## src/rtl/seq_alu_pkg.sv

```systemverilog
// Shared constants for the sequential ALU: opcodes, FSM state type and WIDTH bounds.
package seq_alu_pkg;

    localparam int WIDTH_MIN = 2;
    localparam int WIDTH_MAX = 16;

    localparam logic [4:0] OP_SHL = 5'b00000;
    localparam logic [4:0] OP_ADD = 5'b00010;
    localparam logic [4:0] OP_SUB = 5'b00011;
    localparam logic [4:0] OP_MUL = 5'b00100;
    localparam logic [4:0] OP_DIV = 5'b00110;
    localparam logic [4:0] OP_AND = 5'b01000;
    localparam logic [4:0] OP_OR  = 5'b01100;
    localparam logic [4:0] OP_SHR = 5'b10000;

    typedef enum logic [1:0] {
        IDLE = 2'd0,
        RUN  = 2'd1,
        DONE = 2'd2
    } state_t;

endpackage

```

## src/rtl/seq_alu_muldiv.sv

```systemverilog
// Iterative shift-add multiplier and restoring divider, one step per cycle for WIDTH cycles.
// The divider is only built when SEQ_ALU_DIVIDE_EN is defined.
module seq_alu_muldiv
    import seq_alu_pkg::*;
#(
    parameter int WIDTH = 4
) (
    input  logic             CLK,
    input  logic             CLR,
    input  logic             load,
    input  logic             step,
`ifdef SEQ_ALU_DIVIDE_EN
    input  logic             div,
`endif
    input  logic [WIDTH-1:0] a,
    input  logic [WIDTH-1:0] b,
    output logic             last,
    output logic [WIDTH-1:0] hi_nx,
    output logic [WIDTH-1:0] lo_nx
);

    localparam int CW = $clog2(WIDTH + 1);

    logic [WIDTH-1:0] acc_hi;
    logic [WIDTH-1:0] acc_lo;
    logic [WIDTH-1:0] opnd;
    logic [CW-1:0]    cnt;
    logic [WIDTH:0]   mul_sum;
    logic [WIDTH-1:0] mul_hi;
    logic [WIDTH-1:0] mul_lo;

    // Multiply: {acc_hi, acc_lo} is the product/multiplier pair, shifted right each step.
    assign mul_sum = {1'b0, acc_hi} + (acc_lo[0] ? {1'b0, opnd} : '0);
    assign mul_hi  = mul_sum[WIDTH:1];
    assign mul_lo  = {mul_sum[0], acc_lo[WIDTH-1:1]};

`ifdef SEQ_ALU_DIVIDE_EN
    logic             is_div;
    logic [WIDTH:0]   div_sh;
    logic             div_ge;
    logic [WIDTH-1:0] div_hi;
    logic [WIDTH-1:0] div_lo;

    // Divide: acc_hi is the partial remainder, acc_lo shifts dividend out and quotient in.
    // A zero divisor naturally yields all-ones quotient and remainder equal to the dividend.
    assign div_sh = {acc_hi, acc_lo[WIDTH-1]};
    assign div_ge = (div_sh >= {1'b0, opnd});
    assign div_hi = div_ge ? (div_sh[WIDTH-1:0] - opnd) : div_sh[WIDTH-1:0];
    assign div_lo = {acc_lo[WIDTH-2:0], div_ge};

    assign hi_nx = is_div ? div_hi : mul_hi;
    assign lo_nx = is_div ? div_lo : mul_lo;
`else
    assign hi_nx = mul_hi;
    assign lo_nx = mul_lo;
`endif

    assign last = step && (cnt == CW'(WIDTH - 1));

    always_ff @(posedge CLK) begin
        if (CLR) begin
            acc_hi <= '0;
            acc_lo <= '0;
            opnd   <= '0;
            cnt    <= '0;
`ifdef SEQ_ALU_DIVIDE_EN
            is_div <= 1'b0;
`endif
        end else if (load) begin
            acc_hi <= '0;
            acc_lo <= a;
            opnd   <= b;
            cnt    <= '0;
`ifdef SEQ_ALU_DIVIDE_EN
            is_div <= div;
`endif
        end else if (step) begin
            acc_hi <= hi_nx;
            acc_lo <= lo_nx;
            cnt    <= cnt + CW'(1);
        end
    end

endmodule

```

## src/rtl/seq_alu.sv

```systemverilog
// Sequential ALU top: FSM, single-cycle ops, operand capture and the mem register.
// Define SEQ_ALU_DIVIDE_EN to build the iterative divider; otherwise DIV is an unknown opcode.
module seq_alu
    import seq_alu_pkg::*;
#(
    parameter int WIDTH = 4
) (
    input  logic             CLK,
    input  logic             CLR,
    input  logic             start,
    input  logic [4:0]       f,
    input  logic [WIDTH-1:0] a,
    input  logic [WIDTH-1:0] b,
    input  logic             v,
    input  logic             save,
    input  logic             load,
    output logic             busy,
    output logic             done,
    output logic [WIDTH-1:0] y,
    output logic             err
);

    state_t           state;
    state_t           state_nx;
    logic [WIDTH-1:0] mem;
    logic [WIDTH-1:0] opa;
    logic [WIDTH:0]   sum_w;
    logic [WIDTH:0]   dif_w;
    logic [WIDTH-1:0] alu_y;
    logic             alu_err;
    logic [WIDTH-1:0] res_y;
    logic             res_err;
    logic             accept;
    logic             iter_op;
    logic             wr_res;
    logic             wr_save;
    logic             v_p0;
    logic             save_p0;
    logic             md_last;
    logic [WIDTH-1:0] md_hi;
    logic [WIDTH-1:0] md_lo;
`ifdef SEQ_ALU_DIVIDE_EN
    logic             dz_p0;
`endif

    assign opa    = load ? mem : a;
    assign accept = start && (state != RUN);
    assign busy   = (state == RUN);
    assign done   = (state == DONE);
    assign sum_w  = {1'b0, opa} + {1'b0, b};
    assign dif_w  = {1'b0, opa} - {1'b0, b};

    always_comb begin
        iter_op = (f == OP_MUL);
`ifdef SEQ_ALU_DIVIDE_EN
        iter_op = iter_op || (f == OP_DIV);
`endif
    end

    // Single-cycle results; MUL/DIV land in the default arm but are never written from here.
    always_comb begin
        alu_y   = '0;
        alu_err = 1'b0;
        case (f)
            OP_ADD:  alu_y = v ? WIDTH'(sum_w[WIDTH]) : sum_w[WIDTH-1:0];
            OP_SUB:  alu_y = v ? {WIDTH{dif_w[WIDTH]}} : dif_w[WIDTH-1:0];
            OP_AND:  alu_y = opa & b;
            OP_OR:   alu_y = opa | b;
            OP_SHL:  alu_y = {opa[WIDTH-2:0], 1'b0};
            OP_SHR:  alu_y = {1'b0, opa[WIDTH-1:1]};
            default: alu_err = 1'b1;
        endcase
    end

    always_ff @(posedge CLK) begin
        if (CLR) state <= IDLE;
        else     state <= state_nx;
    end

    always_comb begin
        state_nx = state;
        wr_res   = 1'b0;
        wr_save  = 1'b0;
        res_y    = alu_y;
        res_err  = alu_err;
        case (state)
            IDLE, DONE: begin
                state_nx = IDLE;
                if (start) begin
                    if (iter_op) begin
                        state_nx = RUN;
                    end else begin
                        state_nx = DONE;
                        wr_res   = 1'b1;
                        wr_save  = save;
                    end
                end
            end
            RUN: begin
                if (md_last) begin
                    state_nx = DONE;
                    wr_res   = 1'b1;
                    wr_save  = save_p0;
                    res_y    = v_p0 ? md_hi : md_lo;
`ifdef SEQ_ALU_DIVIDE_EN
                    res_err  = dz_p0;
`else
                    res_err  = 1'b0;
`endif
                end
            end
            default: state_nx = IDLE;
        endcase
    end

    // Capture stage: result-select and save flag travel with the iterative op until it finishes.
    always_ff @(posedge CLK) begin
        if (CLR) begin
            y       <= '0;
            err     <= 1'b0;
            mem     <= '0;
            v_p0    <= 1'b0;
            save_p0 <= 1'b0;
`ifdef SEQ_ALU_DIVIDE_EN
            dz_p0   <= 1'b0;
`endif
        end else begin
            if (accept) begin
                v_p0    <= v;
                save_p0 <= save;
`ifdef SEQ_ALU_DIVIDE_EN
                dz_p0   <= (f == OP_DIV) && (b == '0);
`endif
            end
            if (wr_res) begin
                y   <= res_y;
                err <= res_err;
                if (wr_save) mem <= res_y;
            end
        end
    end

    seq_alu_muldiv #(.WIDTH(WIDTH)) u_muldiv (
        .CLK   (CLK),
        .CLR   (CLR),
        .load  (accept && iter_op),
        .step  (state == RUN),
`ifdef SEQ_ALU_DIVIDE_EN
        .div   (f == OP_DIV),
`endif
        .a     (opa),
        .b     (b),
        .last  (md_last),
        .hi_nx (md_hi),
        .lo_nx (md_lo)
    );

endmodule

```

## config.mk

```make
export PLATFORM = sky130hd
export DESIGN_NAME = seq_alu
export DESIGN_NICKNAME = d
export VERILOG_FILES = /design/src/rtl/seq_alu_pkg.sv /design/src/rtl/seq_alu_muldiv.sv /design/src/rtl/seq_alu.sv
export SDC_FILE = /design/constraint.sdc
export NUM_CORES = 1
export LEC_CHECK = 0
export ABC_CLOCK_PERIOD_IN_PS = 3600
export BUFFER_PORTS_ARGS = -buffer_cell sky130_fd_sc_hd__buf_2
export CORE_ASPECT_RATIO = 0.9
export CORE_UTILIZATION = 30
export DETAILED_ROUTE_END_ITERATION = 10
export GPL_TIMING_DRIVEN = 0
export PLACE_DENSITY = 0.52
export SLEW_MARGIN = 20
export SYNTH_ARGS = -nofsm -noshare
export SYNTH_HDL_FRONTEND = slang
export SYNTH_SLANG_ARGS = --single-unit
```

## constraint.sdc

```tcl
create_clock -name CLK -period 3.6 [get_ports CLK]
set_input_delay 0.72 -clock CLK [delete_from_list [all_inputs] [get_ports CLK]]
set_output_delay 0.72 -clock CLK [all_outputs]
set_load 0.02 [all_outputs]
```

==> out/results.txt, run 1 <==
status = complete, no violations
Die W = 88.1 um
Setup crit start = load
area grow syn2layout = 14.7%
DRC Markers = 0
Final Hold Fails = 0
maximum root-to-sink buffer count = 2
Yosys cell types = 52
post-synthesis adder-cell area fraction = 14.2%
RR Endpoint = y[3]
final setup violation count = 0
final net count = 318
row count = 27
LEAKAGE = 0.980 nW
layout cells sized above 1 = 15.5%
Die ar. = 7010 um^2
ys async rst share = 0%
Mapped Cells = 250
most frequent cell after synthesis = nand2_1
fin crit period = 2.90 ns
routed length per instance = 13.4 um
Post-CTS Setup Bufs = 0
RSZ-0062 raised after global routing = false
vias in the first global route = 1,618
gr usage total = 14.6%
DRT antenna net count = 0
DR vias/cell = 4.81
combinational power share = 20.2%
top post-synthesis cells by area = dfxtp_1, ha_1, nand2_1, nor2_1, a21oi_1
Reg clk slew, reported paths = 0.10 ns
Pint = 525 uW
WP data arrival = 3.05 ns
TritonCTS buffer count = 3
CP required = 3.75 ns
Iteration-0 DRC Markers = 131
Synth top cells by count = nand2_1, nor2_1, dfxtp_1
biggest area consumer among synthesized cells = dfxtp_1
EDFF count, synth = 0
mapped cell area = 2000 um^2
#FFs+latches synth = 28
setup TNS = 0 ns
Die Ht = 79.5 um
Crit Path Class = in2reg
sinks on the clock net = 28
Hold Path Depth = 2
r2r startpoint = mem[1]
clock root buffer = clkbuf_8
post-synth top area share = 28.0%
dpl ws = 0.325 ns
Final Worst Setup Slack = 0.701 ns
H-tree depth reported by CTS = 1
Worst Path Max Fanout = 6
crit end category = flip-flop
maxcap violations = 0
Psw = 196 uW
Avg Inst Size Synth = 8.01 um^2
Synth Area in Simple Gates = 23.0%
Worst Hold Class = reg2reg
# diodes = 0
switch share = 27.2%
area fraction in compound gates after synthesis = 19.5%
Final Non-Filler Cells = 364
CTS tree = yes
clock latency on the worst-skew pair = 0.28 ns
Slew HR = 48.1%
Startpoint Class = input port
Buffers on Ports = 23
Remaining Overflow, GRT = 0
Starting Density = 31.9%
GP Congestion = 0.790
post-cts sizing count = 0
Yosys Warn Count = 0
PwrDens = 314 nW/um^2
largest family of logic cells by synthesized area = simple AND/OR/NAND/NOR gates
Final Skew = 0.00762 ns
Via Count = 1,750
antenna violations before repair = 0
maximum VDD drop = 132 uV
dpl cells = 360
post-synthesis mux area share = 5.37%
clock group share of total power = 34.9%
Final Cycle Share = 80.5%
Power, Total = 721 uW
core footprint = 6280 um^2
minimum setup slack among reg-to-reg paths = 1.02 ns
Final Max Tran Viols = 0
DP Wirelength = 3.87 mm
hold buffer count at cts = 0
part of the power in registers = 44.8%
Worst Tran Pin Value = 0.757 ns
routed wire length = 4.88 mm
r2r worst-path depth = 9
syn nets = 290
achievable frequency = 345 MHz
Synth Flop Type = dfxtp_1
Seq/Total Area, Yosys = 28.0%
post-synthesis xor/xnor area fraction = 2.62%
worst setup path end = y[3]
largest net degree at the start of global routing = 17
io pins = 26
DRT Pass-1 Iters = 4
first-pass GRT wire length = 7.91 mm
[power groups by stage]
stage / clock, mW / sequential, mW / combinational (mW)
after detailed placement: 0 / 0.331 / 0.146
after global routing: 0.274 / 0.324 / 0.163
after floorplan: 0 / 0.334 / 0.0956
after CTS: 0.261 / 0.324 / 0.146
final: 0.252 / 0.323 / 0.146
after global placement: 0 / 0.330 / 0.146
[logic make-up (layout without fill, tap and decap cells)]
kind of cell	count (synthesis)	in the layout
and+or+nand+nor	95	95
DFF	28	28
xor gates and xnor gates	6	6
buffers and inverters	33	60
muxes	10	10
adders and majority gates	21	21
AOI/OAI and AO/OA	57	57
[state kept, by name (all words and copies together), names as in the netlist]
register,cells
u_muldiv.cnt,3
state,2
u_muldiv.opnd,4
v_p0,1
y,4
u_muldiv.acc_lo,4
save_p0,1
u_muldiv.acc_hi,4
mem,4
err,1
[critical path: stages]
cell      delay [ns]
buf_2           0.14
mux2i_1         0.66
inv_1           0.20
ha_1            0.25
a21o_1          0.16
a21oi_1         0.18
xnor2_1         0.09
a221o_1         0.35
a21oi_1         0.20
a211oi_1        0.10
[placed cells by master, fill, tap and decap left out, drive strengths merged, types with 7 or more instances in the layout]
cell	count
a211oi	8
nor2	32
a21oi	19
ha	18
clkbuf	10
mux2i	7
dfxtp	28
inv	20
buf	29
nand2	31
[stage by stage]
step	cell area (um^2)	hold slack [ns]	utilization, %
CTS	2300	0.461	36.6
global placement	2230	0.442	35.4
floorplan	2000	0.432	-
detailed placement	2230	0.445	35.4
finish	2300	0.456	36.6
global route	2300	0.478	36.6
[worst min path at each step]
stage                       endpoint        startpoint  slack (ns)
floorplan           u_muldiv.opnd[0]  u_muldiv.opnd[0]        0.43
global placement    u_muldiv.opnd[3]  u_muldiv.opnd[3]        0.44
detailed placement  u_muldiv.opnd[3]  u_muldiv.opnd[3]        0.45
CTS                 u_muldiv.opnd[3]  u_muldiv.opnd[3]        0.46
global route         u_muldiv.cnt[1]   u_muldiv.cnt[1]        0.48
finish              u_muldiv.opnd[0]  u_muldiv.opnd[0]        0.46
[routing by layer]
metal | global-route usage (%) | share of wire [%]
met5 | 0 | 0
met4 | 3.23 | 1.7
met3 | 3.00 | 3.8
met2 | 20.6 | 39
met1 | 22.4 | 55
[final cells by class]
class / instances / area (um^2)
clock inverter: 1 / 30.0
buffer: 13 / 71.3
tap: 87 / 109
fill: 691 / 3990
clock buffer: 3 / 41.3
sequential: 28 / 561
timing repair buffer: 23 / 115
inverter: 20 / 75.1
multi-input combinational: 189 / 1300
Note: power is estimated with default switching activity, not from simulation.
==> run 2: changes to the inputs <==
- ABC_CLOCK_PERIOD_IN_PS: 3600 -> 2600
- PLACE_DENSITY: 0.52 -> 0.54
- clock period: 3.6 -> 2.6 ns (I/O delays scaled with it)
==> out/results.txt, run 2 (synthesized netlist as in run 1, its figures left out) <==
TritonCTS buffer count = 3 (unchanged)
clock latency on the worst-skew pair = 0.28 ns (about the same)
Buffers on Ports = 23 (unchanged)
maximum VDD drop = 163 uV (was 132 uV)
WP data arrival = 2.65 ns (was 3.05 ns)
first-pass GRT wire length = 7.84 mm (was 7.91 mm)
clock root buffer = clkbuf_8 (unchanged)
fillers = 676 (was 691)
DRC Markers = 0 (unchanged)
Via Count = 1,799 (was 1,750)
largest net degree at the start of global routing = 16 (was 17)
register area = 561 um^2 (unchanged)
RR Endpoint = y[3] (unchanged)
DRT antenna net count = 0 (unchanged)
most common cell after layout, fill and taps aside = nand2_1 (unchanged)
critical path's slowest cell = fa_1 (was mux2i_1)
Max stage delay on crit path = 0.42 ns (was 0.66 ns)
minimum setup slack among reg-to-reg paths = 0.22 ns (was 1.02 ns)
DR vias/cell = 4.94 (was 4.81)
crit end category = flip-flop (unchanged)
status = complete, no violations (unchanged)
Crit path depth = 10 (unchanged)
delay-heaviest family, CP = compound AO/OA/AOI/OAI gates (unchanged)
min-delay src = CLR (was u_muldiv.opnd[0])
DP Wirelength = 3.88 mm (was 3.87 mm)
fin crit period = 2.50 ns
Die Ht = 79.5 um (unchanged)
sinks on the clock net = 28 (unchanged)
Die ar. = 7010 um^2 (unchanged)
# diodes = 0 (unchanged)
Worst Hold Class = in2reg (was reg2reg)
core footprint = 6280 um^2 (unchanged)
H-tree depth reported by CTS = 1 (unchanged)
dpl cells = 360 (unchanged)
routed length per instance = 13.4 um (about the same)
DRT Pass-1 Iters = 4 (unchanged)
Final Skew = 0.00452 ns (was 0.00762 ns)
layout cells sized above 1 = 17.3% (was 15.5%)
Remaining Overflow, GRT = 0 (unchanged)
most frequent cells in the layout = nand2_1, nor2_1, dfxtp_1, buf_2 (was nand2_1, nor2_1, dfxtp_1, buf_2, a21oi_1)
multi-input logic area = 1330 um^2 (was 1300 um^2)
LEAKAGE = 0.976 nW (was 0.980 nW)
final setup violation count = 0 (unchanged)
vias in the first global route = 1,616 (was 1,618)
PwrDens = 403 nW/um^2 (was 314 nW/um^2)
antenna violations before repair = 0 (unchanged)
Slew HR = 60.7% (was 48.1%)
Die W = 88.1 um (unchanged)
Post-CTS Setup Bufs = 0 (unchanged)
Startpoint Class = input port (unchanged)
Crit path buffers/inverters = 1 (was 2)
CP required = 2.74 ns (was 3.75 ns)
CTS tree = yes (unchanged)
maxcap violations = 0 (unchanged)
Worst Tran Pin Value = 0.586 ns (was 0.757 ns)
gr usage total = 14.5% (was 14.6%)
Final Cycle Share = 96.2%
Iteration-0 DRC Markers = 116 (was 131)
hold buffer count at cts = 0 (unchanged)
Power, Total = 934 uW (was 721 uW)
Reg clk slew, reported paths = 0.09 ns (was 0.10 ns)
final core utilization = 36.8% (was 36.6%)
row count = 27 (unchanged)
Finished Cell Area = 2310 um^2 (was 2300 um^2)
routed wire length = 4.89 mm (was 4.88 mm)
maximum root-to-sink buffer count = 2 (unchanged)
Worst Path Max Fanout = 5 (was 6)
Crit Path Class = in2reg (unchanged)
r2r worst-path depth = 9 (unchanged)
Final Hold Fails = 0 (unchanged)
DP Area = 2230 um^2 (unchanged)
final net count = 318 (unchanged)
Final Max Tran Viols = 0 (unchanged)
CP Cell Sequence = buf_2 > mux2i_2 > ha_1 > fa_1 > nor2_2 > o221ai_2 > and3_1 > a221o_1 > a21oi_2 > a211oi_1 (was buf_2 > mux2i_1 > inv_1 > ha_1 > a21o_1 > a21oi_1 > xnor2_1 > a221o_1 > a21oi_1 > a211oi_1)
r2r startpoint = mem[0] (was mem[1])
Starting Density = 31.9% (unchanged)
Final Non-Filler Cells = 364 (unchanged)
GP Congestion = 0.832 (was 0.790)
area grow syn2layout = 15.6% (was 14.7%)
Setup crit start = load (unchanged)
setup TNS = 0 ns (unchanged)
achievable frequency = 400 MHz
io pins = 26 (unchanged)
worst setup path end = y[3] (unchanged)
run 2: power by group:
group | internal (mW) | total, mW | switching, mW
Sequential | 0.441 | 0.448 | 0.00695
Combinational | 0.0838 | 0.210 | 0.127
Clock | 0.136 | 0.275 | 0.139
run 2: final cells by class:
class,count,area share (%)
buffer,13,3.08
clock buffer,4,2.38
inverter,20,3.24
multi-input combinational,189,57.4
sequential,28,24.2
tap,87,4.70
timing repair buffer,23,4.97
run 2: worst min path at each step:
| stage | to | slack (ns) | cells past startpoint |
|---|---|---|---|
| after floorplan | u_muldiv.opnd[0] | 0.43 | 2 |
| after global placement | u_muldiv.opnd[3] | 0.44 | 2 |
| after detailed placement | u_muldiv.opnd[0] | 0.45 | 2 |
| after CTS | state[1] | 0.43 | 2 |
| after global routing | state[1] | 0.43 | 2 |
| final | state[1] | 0.44 | 2 |
run 2: through the flow:
stage	setup slack, ns	hold slack (ns)
final	0.0976	0.442
after detailed placement	-0.476	0.445
after floorplan	0.142	0.432
after global placement	-0.481	0.443
after CTS	0.00496	0.434
after global routing	-0.0148	0.430
run 2: what timing repair did:
item / in CTS / in global routing
gates resized for setup: 3 / 4
pin swaps: 0 / 0
hold endpoints to repair: 0 / 0
setup endpoints to repair: 2 / 5
run 2: layer usage:
| metal | up-vias | routed length [um] | share of wire [%] | GRT usage [%] |
|---|---|---|---|---|
| li1 | 930 | - | - | - |
| met1 | 830 | 2510 | 51 | 20.5 |
| met2 | 34 | 2160 | 44 | 23.2 |
| met3 | 5 | 197 | 4.0 | 3.10 |
| met4 | 0 | 20 | 0.41 | 1.45 |
| met5 | - | 0 | 0 | 0 |
